--- config.mk ---
export PLATFORM = sky130hd
export DESIGN_NAME = prog_clk_div
export DESIGN_NICKNAME = d
export VERILOG_FILES = /design/src/rtl/prog_clk_div.sv
export SDC_FILE = /design/constraint.sdc
export NUM_CORES = 1
export LEC_CHECK = 0
export ABC_AREA = 1
export BUFFER_PORTS_ARGS = -buffer_cell sky130_fd_sc_hd__buf_4
export CAP_MARGIN = 10
export CORE_UTILIZATION = 35
export DETAILED_ROUTE_END_ITERATION = 12
export PLACE_DENSITY_LB_ADDON = 0.25
export SYNTH_ARGS = -nofsm -noshare
export SYNTH_HDL_FRONTEND = slang
export SYNTH_SLANG_ARGS = --single-unit
--- constraint.sdc ---
create_clock -name clk -period 2.39 [get_ports clk]
set_input_delay 0.239 -clock clk [delete_from_list [all_inputs] [get_ports clk]]
set_output_delay 0.239 -clock clk [all_outputs]
set_load 0.05 [all_outputs]
--- src/rtl/prog_clk_div.sv ---
// prog_clk_div: programmable integer clock divider with sync restart.
// Emits a one-cycle tick and a near-50% divided clock every N cycles.
module prog_clk_div #(
    parameter int W = 8
) (
    input  logic         clk,
    input  logic         reset,
    input  logic         en,
    input  logic [W-1:0] div_ratio,
    input  logic         sync,
    output logic         tick,
    output logic         div_clk,
    output logic [W-1:0] active_ratio,
    output logic         running
);

    typedef enum logic {
        IDLE = 1'b0,
        RUN  = 1'b1
    } state_t;

    state_t       state_q;
    state_t       state_d;
    logic [W-1:0] cnt_q;
    logic [W-1:0] cnt_d;
    logic [W-1:0] ratio_d;
    logic         tick_d;
    logic         dclk_d;
    logic         ratio_zero;
    logic         reload;

    assign ratio_zero = (div_ratio == '0);
    assign reload     = sync || (cnt_q == '0);
    assign running    = (state_q == RUN);

    // State and datapath registers; every output comes straight from here.
    always_ff @(posedge clk) begin
        if (!reset) begin
            state_q      <= IDLE;
            cnt_q        <= '0;
            tick         <= 1'b0;
            div_clk      <= 1'b0;
            active_ratio <= '0;
        end else begin
            state_q      <= state_d;
            cnt_q        <= cnt_d;
            tick         <= tick_d;
            div_clk      <= dclk_d;
            active_ratio <= ratio_d;
        end
    end

    // Next state: a zero ratio seen at any reload point drops back to IDLE.
    always_comb begin
        state_d = state_q;
        unique case (state_q)
            IDLE: begin
                if (en && !ratio_zero) begin
                    state_d = RUN;
                end
            end
            RUN: begin
                if (!en) begin
                    state_d = IDLE;
                end else if (reload && ratio_zero) begin
                    state_d = IDLE;
                end
            end
            default: state_d = IDLE;
        endcase
    end

    // Datapath next values; ratio is only re-sampled at period boundaries.
    always_comb begin
        cnt_d   = '0;
        tick_d  = 1'b0;
        ratio_d = active_ratio;
        unique case (state_q)
            IDLE: begin
                ratio_d = div_ratio;
                if (en && !ratio_zero) begin
                    cnt_d = div_ratio - 1'b1;
                end
            end
            RUN: begin
                if (en) begin
                    if (reload) begin
                        ratio_d = div_ratio;
                        if (!ratio_zero) begin
                            cnt_d  = div_ratio - 1'b1;
                            tick_d = !sync;
                        end
                    end else begin
                        cnt_d = cnt_q - 1'b1;
                    end
                end
            end
            default: begin
                cnt_d = '0;
            end
        endcase
        dclk_d = (state_d == RUN) && (cnt_d >= (ratio_d >> 1));
    end

endmodule

Word level (Yosys, flattened, before mapping)
Index checks and enable logic that the tools add are counted.

cells by class
  add/sub/neg operators = 2
  multipliers = 0
  divide/modulo/power cells = 0
  magnitude comparators = 1
  equality and inequality tests = 2
  shifts and indexed selects = 0
  mux-type cells = 12
  bitwise logic cells = 4
  reductions and logical operators = 10

operator list
  operator                                                             count
  8-bit 2-to-1 mux                                                     6
  8-bit case mux with 2 select lines                                   2
  8-bit zero test                                                      2
  8-bit by 1-bit subtractor with 8-bit output (second input constant)  2
  8-bit by 7-bit greater-or-equal comparator with 1-bit output         1
  5-bit OR reduction                                                   1
  1-bit inverter                                                       4
  1-bit logical AND                                                    3
  1-bit 2-to-1 mux                                                     3
  1-bit zero test                                                      2
  2-bit by 1-bit != test with 1-bit output (second input constant)     1
  2-bit != test (second input constant)                                1
  1-bit case mux with 2 select lines                                   1
  2-bit AND reduction                                                  1
  1-bit logical OR                                                     1

word-level totals
  bits in registers = 19
  bits in latches = 0
  memory bits (writable) = 0
  bits in read-only memories = 0
  bits of input ports = 12
  output and inout bits = 11
  logic and storage cells = 37
  memories = 0

Longest topological paths before layout
  word-level depth = 7
  depth in mapped cells = 24

Worst setup path before layout
Ideal clock, no wire load.

  path type = flip-flop to flip-flop
  start = register cnt_q[0]
  end = register div_clk
  setup time = 111 ps
  data arrival time = 2192 ps
  required time = 2279 ps
  slack = 87 ps
  cell stages (with the launch flop) = 25
  clock period less this slack = 2303 ps
  path through = dfxtp_1 inv_1 ha_1 nand2_4 nor2_4 nor2_4 inv_2 nand2_2 nand2_4 or2_1 o21ai_2 inv_2 ha_1 inv_1 nand2_1 nand2_1 nand2_1 nand2_1 nand2_1 nand2_1 nand2_1 nand2_1 a21oi_1 nor2_1 nor2_1

between the ends
  cells in the longest elaborated chain, start to end = 7
  elaborated cells on any way between the ends = 15

RTL lines
  what                                                          line  RTL
  start: declaration                                            24    logic [W-1:0] cnt_q;
  start signal: assignment                                      46    cnt_q <= cnt_d;
  8-bit zero test                                               33    assign reload = sync || (cnt_q == '0);
  1-bit logical OR                                              33
  8-bit 2-to-1 mux                                              87    if (reload) begin
  8-bit 2-to-1 mux                                              86    if (en) begin
  8-bit case mux with 2 select lines                            78    unique case (state_q)
  net ratio_d[1]                                                26    logic [W-1:0] ratio_d;
  8-bit by 7-bit greater-or-equal comparator with 1-bit output  102   dclk_d = (state_d == RUN) && (cnt_d >= (ratio_d >> 1));
  1-bit logical AND                                             102
  end signal: assignment                                        48    div_clk <= dclk_d;
  end: declaration                                              12    output logic div_clk,

The timed path passes the listed nets, and every way through them passes these cells. The select of a mux whose other input is x is not followed.
A chain may end at the register's enable or synchronous reset.

Worst setup path in the final report
  start = register cnt_q[1]
  end = register div_clk

Same word-level chain as after synthesis.

==> flow_summary.json <==
{
  "fin_crit_sh": 0.969,
  "synth.net_count": 208,
  "gp_congestion": 0.919,
  "finalHoldViolCount": 0,
  "clkSinkCount": 19,
  "hold_buffers": 0,
  "clk_pin_slew_worst_paths_ns": 0.08,
  "num_io_pins": 23,
  "critPathSlowestCell": "dfxtp_2",
  "worst_path_most_repeated_cell": "nand2_1",
  "wire_per_inst_um": 11.6,
  "status": "completed",
  "path_cells": "inv_2 > ha_4 > nand2_4 > nor2_4 > nor2_4 > inv_2 > nand2_2 > nand2_4 > or2_1 > o21ai_2 > inv_2 > ha_4 > inv_2 > nand2_1 > nand2_1 > nand2_1 > nand2_1 > nand2_1 > nand2_1 > nand2_2 > nand2_2 > a21oi_2 > nor2_1 > nor2_1",
  "drive_above_1_share": 0.370,
  "crit_buf_inv": 4,
  "cp_top_family": "simple AND/OR/NAND/NOR gates",
  "syn2layout_area_growth_pct": 26.2,
  "routed_wl_um": 3100,
  "die-area_mm2": 0.00417,
  "setup_ws_ns": 0.0742,
  "finalSetupViolations": 0,
  "crit_type": "reg -> reg",
  "ctsHtreeMaxLevel": 1,
  "syn_inst": 185,
  "initial_core_util": 0.369,
  "endpoint_kind": "flop",
  "track_usage": 0.164,
  "grt_pass1_wl_um": 5230,
  "ys_ff_latch": 19,
  "cts_buffers": 3,
  "synth_top_cell_by_area": "dfxtp_1",
  "grt_remaining_overflow": 0,
  "period_minus_slack_ns": 2.32,
  "first_iter_violations": 32,
  "preCtsSetupSlack_ns": 0.0140,
  "crit_required_ns": 2.60,
  "ant_nets": 0,
  "final_util": 0.466,
  "antenna_found_initial": 0,
  "cts_tree": "built",
  "synth_top_cell_area_share": 0.277,
  "grt_pass1_vias": 1160,
  "hp-class": "in -> reg",
  "synth_area_mm2": 0.00137,
  "max_cap_violations": 0,
  "clk_path_buf_depth": 2,
  "drc": 0,
  "p_leak_uw": 0.000859,
  "synth_area_leaders": "dfxtp_1 28%, ha_1 10%, nand2_1 9.0%",
  "reg2regPathDepth": 24,
  "worstHoldPathCells": 3,
  "cp-start-kind": "flop",
  "drt_pass1_iterations": 4,
  "ctsRootBufferMaster": "clkbuf_8",
  "clock_latency_ns": 0.26,
  "vdd_drop_max_mv": 0.361,
  "critPathArrivalTime_ns": 2.52,
  "fp-row-count": 22,
  "rsz0062_at_grt": "yes",
  "grt_max_degree": 17,
  "slowest_delay_ns": 0.34,
  "synth_cell_types": 26,
  "critPathMaxFanout": 4,
  "post-dp-hpwl_um": 2570,
  "finClkSkew_ns": 0.00552,
  "via_count": 1211,
  "yosysSeqAreaShare": 0.277,
  "antenna_cells": 0,
  "vias_per_cell": 4.54,
  "portBuffers": 22,
  "maxSlewViolCount": 0,
  "core_area_mm2": 0.00372,
  "chipWidth_um": 64.6,
  "fp.dieH_um": 64.6,
  "path_depth": 24,
  "r2r_slack_ns": 0.07,
  "fin_nets": 243,
  "power_density_mw_per_mm2": 534,
  "yosysWarnings": 0,
  "worst_pin_slew_ns": 0.685,
  "avgSynthCellArea_um2": 7.41,
  "relSlewSlack": 0.543,
  "fmax_ghz": 0.432
}
[Yosys cell counts (all sizes together)]
| cell type | instances |
|---|---|
| clkbuf | 1 |
| nor4 | 1 |
| a21oi | 12 |
| inv | 29 |
| buf | 1 |
| xor2 | 7 |
| nand3 | 11 |
| nand2 | 43 |
| o21ai | 12 |
| dfxtp | 19 |
| or2 | 6 |
| nand3b | 1 |
| nor2 | 26 |
| o22ai | 2 |
| xnor2 | 2 |
| nor3b | 1 |
| ha | 11 |
[worst paths after layout]
path / start / to
max reg2reg: cnt_q[1]$_SDFF_PN0_ / div_clk$_SDFF_PN0_
max: cnt_q[1]$_SDFF_PN0_ / div_clk$_SDFF_PN0_
min: reset / active_ratio[0]$_SDFFE_PN0P_
min reg2reg: active_ratio[7]$_SDFF_PN0_ / active_ratio[7]$_SDFF_PN0_
[layout by cell type (no fill, tap or decap), types with 2 or more instances in the layout]
cell type	instances
buf_4	32
nand2_1	31
inv_1	24
dfxtp_1	17
nor2_1	15
nand3_1	10
a21oi_1	9
ha_1	9
nor2_2	8
nand2_2	8
o21ai_2	8
xor2_1	7
or2_1	6
inv_2	5
nand2_4	4
o21ai_0	4
nor2_4	3
a21oi_2	3
clkbuf_8	3
xnor2_1	2
ha_4	2
dfxtp_2	2
[worst min-delay path, cell delays in order]
cell	delay, ns
buf_4	0.12
o21ai_2	0.05
a21oi_2	0.03
[layer usage]
layer	wire length [µm]	vias up	GRT usage
li1	-	650	-
met1	1530	537	0.217
met2	1440	22	0.272
met3	104	2	0.0370
met4	22	0	0.0333
met5	0	-	0
[stage by stage]
step	power, µW	setup TNS [ns]	hold WS, ns	cell area, µm²	cells
finish	923	0	0.221	1730	267
global route	980	-0.130	0.226	1730	267
CTS	917	0	0.221	1690	266
detailed placement	686	0	0.502	1640	262
global placement	683	0	0.497	1640	262
floorplan	592	0	0.356	1370	185
[sequential cells by signal, indices dropped and copies added (netlist names)]
signal	flops
active_ratio	8
cnt_q	8
div_clk	1
running	1
tick	1
[repair_timing]
item / in CTS / in global routing
endpoints found under the hold margin: 0 / 0
setup endpoints to repair: 1 / 1
setup buffers: 0 / 1
resized for setup: 1 / 10
pin swaps: 0 / 7
[layout make-up]
cell class,count,area [µm²]
Clock buffer,3,41.3
Clock inverter,1,5.00
Fill cell,406,1990
Inverter,29,109
Multi-Input combinational cell,135,892
Sequential cell,19,383
Tap cell,48,60.1
Timing Repair Buffer,32,240
[where the power goes]
part	internal (µW)	total (µW)	switching (µW)
Combinational	135	340	205
Sequential	339	355	16.1
Clock	116	229	113
[kinds of logic (layout without fill, tap and decap cells)]
| kind of cell | count (synthesis) | count (layout) | synth area share |
|---|---|---|---|
| DFF | 19 | 19 | 0.277 |
| AOI/OAI and AO/OA | 26 | 26 | 0.129 |
| xor gates and xnor gates | 9 | 9 | 0.0575 |
| and+or+nand+nor | 89 | 89 | 0.339 |
| adders and majority gates | 11 | 11 | 0.100 |
| buffers and inverters | 31 | 65 | 0.0967 |
Note: power is estimated with default switching activity, not from simulation.
